File: src/rtl/lock_ctrl.sv
// lock_ctrl: serial code entry lock controller with fail counting, timed unlock and lockout windows
module lock_ctrl #(
    parameter int CODE_LEN = 5,
    parameter logic [CODE_LEN-1:0] RESET_CODE = 5'b01011,
    parameter int MAX_FAIL = 3,
    parameter int UNLOCK_CYC = 16,
    parameter int LOCKOUT_CYC = 64
) (
    input  logic                                clk,
    input  logic                                rst,
    input  logic                                bit_valid,
    input  logic                                bit_in,
    input  logic                                cancel,
    input  logic                                relock,
    input  logic                                cfg_we,
    input  logic [CODE_LEN-1:0]                 cfg_code,
    output logic                                unlocked,
    output logic                                alarm,
    output logic                                fail_pulse,
    output logic [$clog2(MAX_FAIL+1)-1:0]       fail_cnt,
    output logic                                entry_busy
);
    localparam int FW = $clog2(MAX_FAIL + 1);
    localparam int TMAX = UNLOCK_CYC > LOCKOUT_CYC ? UNLOCK_CYC : LOCKOUT_CYC;
    localparam int TW = $clog2(TMAX);
    localparam int IW = $clog2(CODE_LEN);
    typedef enum logic [1:0] {IDLE, ENTRY, UNLOCKED, LOCKOUT} state_t;
    state_t state_q, state_d;
    logic [CODE_LEN-1:0] code_q, code_d, shift_q, shift_d, shift_nx;
    logic [IW-1:0] idx_q, idx_d;
    logic [TW-1:0] timer_q, timer_d;
    logic [FW-1:0] fail_q, fail_d;
    logic pulse_d;
    assign shift_nx = CODE_LEN'({shift_q, bit_in});
    assign fail_cnt = fail_q;
    always_comb begin
        state_d = state_q;
        code_d  = code_q;
        shift_d = shift_q;
        idx_d   = idx_q;
        timer_d = timer_q;
        fail_d  = fail_q;
        pulse_d = 1'b0;
        case (state_q)
            IDLE, ENTRY: begin
                if (cancel) begin
                    state_d = IDLE;
                    shift_d = '0;
                    idx_d   = '0;
                end else if (state_q == IDLE && cfg_we) begin
                    code_d = cfg_code;
                end else if (bit_valid) begin
                    if (idx_q == IW'(CODE_LEN - 1)) begin
                        shift_d = '0;
                        idx_d   = '0;
                        if (shift_nx == code_q) begin
                            state_d = UNLOCKED;
                            fail_d  = '0;
                            timer_d = TW'(UNLOCK_CYC - 1);
                        end else begin
                            pulse_d = 1'b1;
                            fail_d  = fail_q == FW'(MAX_FAIL) ? fail_q : fail_q + FW'(1);
                            state_d = fail_q + FW'(1) == FW'(MAX_FAIL) ? LOCKOUT : IDLE;
                            timer_d = TW'(LOCKOUT_CYC - 1);
                        end
                    end else begin
                        shift_d = shift_nx;
                        idx_d   = idx_q + IW'(1);
                        state_d = ENTRY;
                    end
                end
            end
            UNLOCKED: begin
                state_d = relock || timer_q == '0 ? IDLE : UNLOCKED;
                timer_d = timer_q - TW'(1);
            end
            LOCKOUT: begin
                state_d = timer_q == '0 ? IDLE : LOCKOUT;
                fail_d  = timer_q == '0 ? '0 : fail_q;
                timer_d = timer_q - TW'(1);
            end
            default: state_d = IDLE;
        endcase
    end
    always_ff @(posedge clk) begin
        if (rst) begin
            state_q    <= IDLE;
            code_q     <= RESET_CODE;
            shift_q    <= '0;
            idx_q      <= '0;
            timer_q    <= '0;
            fail_q     <= '0;
            unlocked   <= 1'b0;
            alarm      <= 1'b0;
            fail_pulse <= 1'b0;
            entry_busy <= 1'b0;
        end else begin
            state_q    <= state_d;
            code_q     <= code_d;
            shift_q    <= shift_d;
            idx_q      <= idx_d;
            timer_q    <= timer_d;
            fail_q     <= fail_d;
            unlocked   <= state_d == UNLOCKED;
            alarm      <= state_d == LOCKOUT;
            fail_pulse <= pulse_d;
            entry_busy <= state_d == ENTRY;
        end
    end
endmodule

File: config.mk
export PLATFORM = sky130hd
export DESIGN_NAME = lock_ctrl
export DESIGN_NICKNAME = d
export VERILOG_FILES = /design/src/rtl/lock_ctrl.sv
export SDC_FILE = /design/constraint.sdc
export NUM_CORES = 1
export LEC_CHECK = 0
export ABC_AREA = 1
export CAP_MARGIN = 20
export CORE_ASPECT_RATIO = 1.1
export CORE_MARGIN = 2
export CORE_UTILIZATION = 40
export CTS_CLUSTER_DIAMETER = 60
export CTS_CLUSTER_SIZE = 14
export DETAILED_ROUTE_END_ITERATION = 8
export GPL_TIMING_DRIVEN = 0
export PLACE_DENSITY = 0.66
export SYNTH_ARGS = -nofsm -noshare
export SYNTH_HDL_FRONTEND = slang
export SYNTH_SLANG_ARGS = --single-unit
File: constraint.sdc
create_clock -name clk -period 1.7 [get_ports clk]
set_input_delay 0.255 -clock clk [delete_from_list [all_inputs] [get_ports clk]]
set_output_delay 0.255 -clock clk [all_outputs]
set_load 0.03 [all_outputs]
---- Word level (Yosys, flattened, before mapping) ----
Index checks and enable logic that the tools add are counted.
storage, ports and cells
  register bits after elaboration ......... 26
  latch bits .............................. 0
  memory bits (writable) .................. 0
  ROM bits ................................ 0
  input port bits ......................... 12
  output and inout port bits .............. 6
  word-level logic and storage cells ...... 79
  memories kept ........................... 0
operators by class
  add/sub/neg operators ................... 3
  $mul .................................... 0
  divide/modulo/power cells ............... 0
  $lt $le $gt $ge ......................... 0
  eq/ne operators ......................... 17
  shift-type cells ........................ 0
  muxes and demuxes ....................... 32
  bitwise operators ....................... 4
  reductions and logical operators ........ 13
operators by type and width
  operator               count
  $mux W2                15
  $mux W6                5
  $mux W4                4
  $eq A2 B2 Y1 const B   6
  $mux W3                4
  $ne A2 B2 Y1 const B   6
  $pmux W6 S2            1
  $reduce_and A7 Y1      1
  $logic_not A6 Y1       1
  $pmux W2 S3            1
  $reduce_and A3 Y1      2
  $reduce_or A6 Y1       1
  $sub A6 B1 Y6 const B  1
  $eq A5 B5 Y1           1
  $eq A2 B1 Y1 const B   2
  $not A1 Y1             4
  $pmux W2 S2            1
  $reduce_and A4 Y1      1
  $reduce_bool A2 Y1     2
  $reduce_or A2 Y1       2
  $add A3 B1 Y3 const B  1
  $eq A3 B3 Y1 const B   1
  $ne A3 B3 Y1 const B   1
  $add A2 B1 Y2 const B  1
  4 further kinds        4

---- Depth between registers and ports, before layout ----
  word-level depth ........................ 10
  depth in mapped cells ................... 11

---- Least setup slack after synthesis ----
No wires, ideal clock.
  path kind ............................... register -> register
  from .................................... register fail_q[0], in the netlist fail_cnt[0]
  to ...................................... register fail_q[1], in the netlist fail_cnt[1]
  setup time .............................. 0.064 ns
  data arrival time ....................... 1.224 ns
  path slack .............................. 0.411 ns
  cell stages (with the launch flop) ...... 7
  buffers on the path ..................... 0
  clock period less this slack ............ 1.289 ns
  cell sequence ........................... dfxtp_1 inv_1 ha_1 nand3b_1 nand3_1 nand2_1 nor2_1
between the ends
  cells in the longest elaborated chain, start to end .. 8
  elaborated cells on any way between the ends .. 11
RTL lines
  element                 RTL line  source
  start, declared         32        logic [FW-1:0] fail_q, fail_d;
  start signal, assigned  103       fail_q <= fail_d;
  $add A2 B1 Y2           62        fail_d = fail_q == FW'(MAX_FAIL) ? fail_q : fail_q + FW'(1);
  $mux W2                 62
  $mux W2                 56        if (shift_nx == code_q) begin
  $mux W2                 53        if (idx_q == IW'(CODE_LEN - 1)) begin
  $mux W2                 52        end else if (bit_valid) begin
  $mux W2                 50        end else if (state_q == IDLE && cfg_we) begin
  $mux W2                 46        if (cancel) begin
  $pmux W2 S2             44        case (state_q)
Several ways; a longest one is shown, not always the timed one. The select of a mux whose other input is x is not followed.
A chain may end at the register's enable or synchronous reset.

---- Worst setup path in the final report ----
  from .................................... register unlocked
  to ...................................... output unlocked
RTL lines
  element                 RTL line  source
  start, declared         17        output logic unlocked,
  start signal, assigned  93        unlocked <= 1'b0;
  start signal, assigned  104       unlocked <= state_d == UNLOCKED;
No word-level cell between the ends.

==> metrics.yaml <==
cp-end-kind: "output pin"
remaining_drc_errors: 0
numCtsBuffers: 3
final_area_um2: 1580
cp_slowest_stage_delay_ns: 0.67
place_ws_ns: -0.0447
finalCritPeriodShare: 0.936
cp.arrival_ns: 1.34
coreArea_um2: 3100
ff2ff_setup_slack_ns: 0.23
cts.sinks: 26
areaGrowthSynthToFinish_pct: 19.2
switchingPower_w: 0.000280
critPathKind: "flop to output pin"
startpoint: "unlocked"
drive_gt1_frac: 0.122
placed_area_um2: 1530
maxSlewViolCount: 0
io_pins: 18
clockPowerShare: 0.289
ys_seq_area_frac: 0.394
cts_tree: "done"
cp_max_fo: 1
rows: 21
cp.required_ns: 1.44
synthesis.instances: 184
finalNetCount: 223
r2r_end: "alarm"
maxCapViolations: 0
cp_top_family: "buffers and inverters"
portBuffers: 17
drt_iter0_markers: 34
fin_skew_ns: 0.00302
rsz0062_at_grt: "false"
crit_cells: 1
antenna_found_initial: 0
switching_share: 0.254
holdPathStages: 2
final-hold-violation-count: 0
drt_first_pass_iters: 4
routed_via_density: 4.92
critPathLaunchType: "flop"
yosysWarnings: 0
comb_power_share: 0.129
p_per_area_nw_per_um2: 701
die_y_um: 64.3
p_seq_frac: 0.582
via_count: 1175
final_util: 0.508
dp_hpwl_um: 2070
fp.dieW_um: 58.8
avgSynthCellArea_um2: 7.18
crit_path_end: "unlocked"
ctsHoldBuffers: 0
grt_first_pass_wirelength_um: 4930
n_antenna_cell: 0
antenna_left: 0
met1_usage: 0.216
reg2reg_depth: 10
grt_use_total: 0.169
tightest_slew_ns: 0.475
crit_slowest_cell: "clkdlybuf4s50_1"
syn_nets: 201
finalSetupViolCount: 0
p_leak_nw: 0.745
path_buf_inv: 1
place_congestion: 0.867
hp-class: "flop to flop"
max_freq_ghz: 0.628
irDropWorstVdd_mv: 0.387
min_period_ns: 1.59
cts_root_buf: "clkbuf_4"
cell_internal_pwr_w: 0.000824
grt_util_met2: 0.272
avgRoutedWirePerCell_um: 11.2
ys_seq_elements: 26
path_clk_slew_ns: 0.14
fin_ws_ns: 0.109
grt_pass1_vias: 1160
grt_use_met3: 0.0202
slew_headroom: 0.681
dieArea_um2: 3780
tns_ns: 0
ys_types: 26
grt_max_degree: 15
power_w: 0.00110
synth_area_um2: 1320
path_cells: "clkdlybuf4s50_1"
top_usage_layer: "met2"
grt_overflow: 0
clock_latency_ns: 0.33
finalWirelength_um: 2670
htreeDepth: 1
run_status: "finished, final reports clean"
clockBufferDepth: 2
r2r-start: "idx_q[0]"
initial_utilization: 0.426
==> power by group through the flow <==
stage / Sequential [W] / Clock (W) / Combinational (W)
floorplan: 0.000655 / 0 / 0.0000910
global placement: 0.000655 / 0 / 0.000140
detailed placement: 0.000656 / 0 / 0.000144
CTS: 0.000643 / 0.000332 / 0.000145
global route: 0.000646 / 0.000366 / 0.000165
finish: 0.000643 / 0.000319 / 0.000143
==> stage by stage <==
| stage | hold slack, ns | instances |
|---|---|---|
| after detailed placement | 0.466 | 235 |
| after CTS | 0.482 | 239 |
| after global placement | 0.456 | 235 |
| after global routing | 0.495 | 239 |
| final | 0.484 | 239 |
| after floorplan | 0.324 | 184 |
==> kinds of logic (layout without fill, tap and decap cells) <==
| group | after synthesis | after routing | synth area share |
|---|---|---|---|
| simple gates | 81 | 81 | 0.278 |
| buf+inv | 37 | 58 | 0.121 |
| compound gates | 33 | 33 | 0.146 |
| flops | 26 | 26 | 0.394 |
| fa+ha+maj | 5 | 5 | 0.0473 |
| xor+xnor | 2 | 2 | 0.0133 |
==> cell type report <==
type | instances | area (µm²)
Sequential cell | 26 | 520
Timing Repair Buffer | 17 | 175
Inverter | 34 | 133
Clock buffer | 4 | 36.3
Fill cell | 328 | 1530
Multi-Input combinational cell | 121 | 641
Tap cell | 34 | 42.5
Buffer | 3 | 27.5
==> cells in the mapped netlist <==
library cell	instances	area share
a21oi_1	10	0.038
nor3_2	1	0.0076
buf_6	2	0.017
a211oi_1	5	0.028
o211ai_1	3	0.017
nand2_1	42	0.12
ha_1	5	0.047
nor2_1	17	0.048
o21ai_1	2	0.0076
buf_2	1	0.0038
xnor2_1	1	0.0066
nor3_1	1	0.0038
nor2_2	4	0.019
inv_6	1	0.0066
nor2_4	2	0.017
inv_2	4	0.011
xor2_1	1	0.0066
nand3_1	7	0.027
nand3_2	1	0.0076
o31ai_1	1	0.0057
o21ai_0	8	0.030
nand3b_1	1	0.0057
inv_1	29	0.082
a31oi_1	4	0.019
dfxtp_1	26	0.39
nand2_2	5	0.024
==> sequential cells by signal, summed over array words and instances, names as in the netlist <==
| name | cells |
|---|---|
| fail_pulse | 1 |
| fail_cnt | 2 |
| state_q | 2 |
| timer_q | 6 |
| alarm | 1 |
| idx_q | 3 |
| shift_q | 4 |
| unlocked | 1 |
| entry_busy | 1 |
| code_q | 5 |
==> placed cells by master (no fill, tap or decap), drive strengths merged, types with 4 or more instances in the layout <==
cell type,instances
nor2,23
a21oi,10
ha,5
clkbuf,4
clkdlybuf4s50,15
dfxtp,26
nand3,8
o21ai,10
a211oi,5
a31oi,4
inv,34
nand2,47
==> worst min path at each step <==
stage                     slack [ns]    endpoint   startpoint
after global routing            0.49   code_q[4]  cfg_code[4]
after floorplan                 0.32  timer_q[3]          rst
after CTS                       0.48   code_q[0]  cfg_code[0]
final                           0.48   code_q[2]    code_q[2]
after detailed placement        0.47   code_q[2]    code_q[2]
after global placement          0.46   code_q[2]    code_q[2]
==> timing repair <==
item	in CTS	in global routing
gates resized for setup	0	2
hold endpoints to repair	0	0
setup endpoints to repair	0	2
setup buffers	0	0
==> per-layer routing <==
metal | part of all wire | up-vias
met5 | 0 | -
met2 | 0.47 | 27
met3 | 0.038 | 7
met4 | 0.025 | 0
li1 | - | 621
met1 | 0.46 | 520
(Power assumes the default switching activity.)
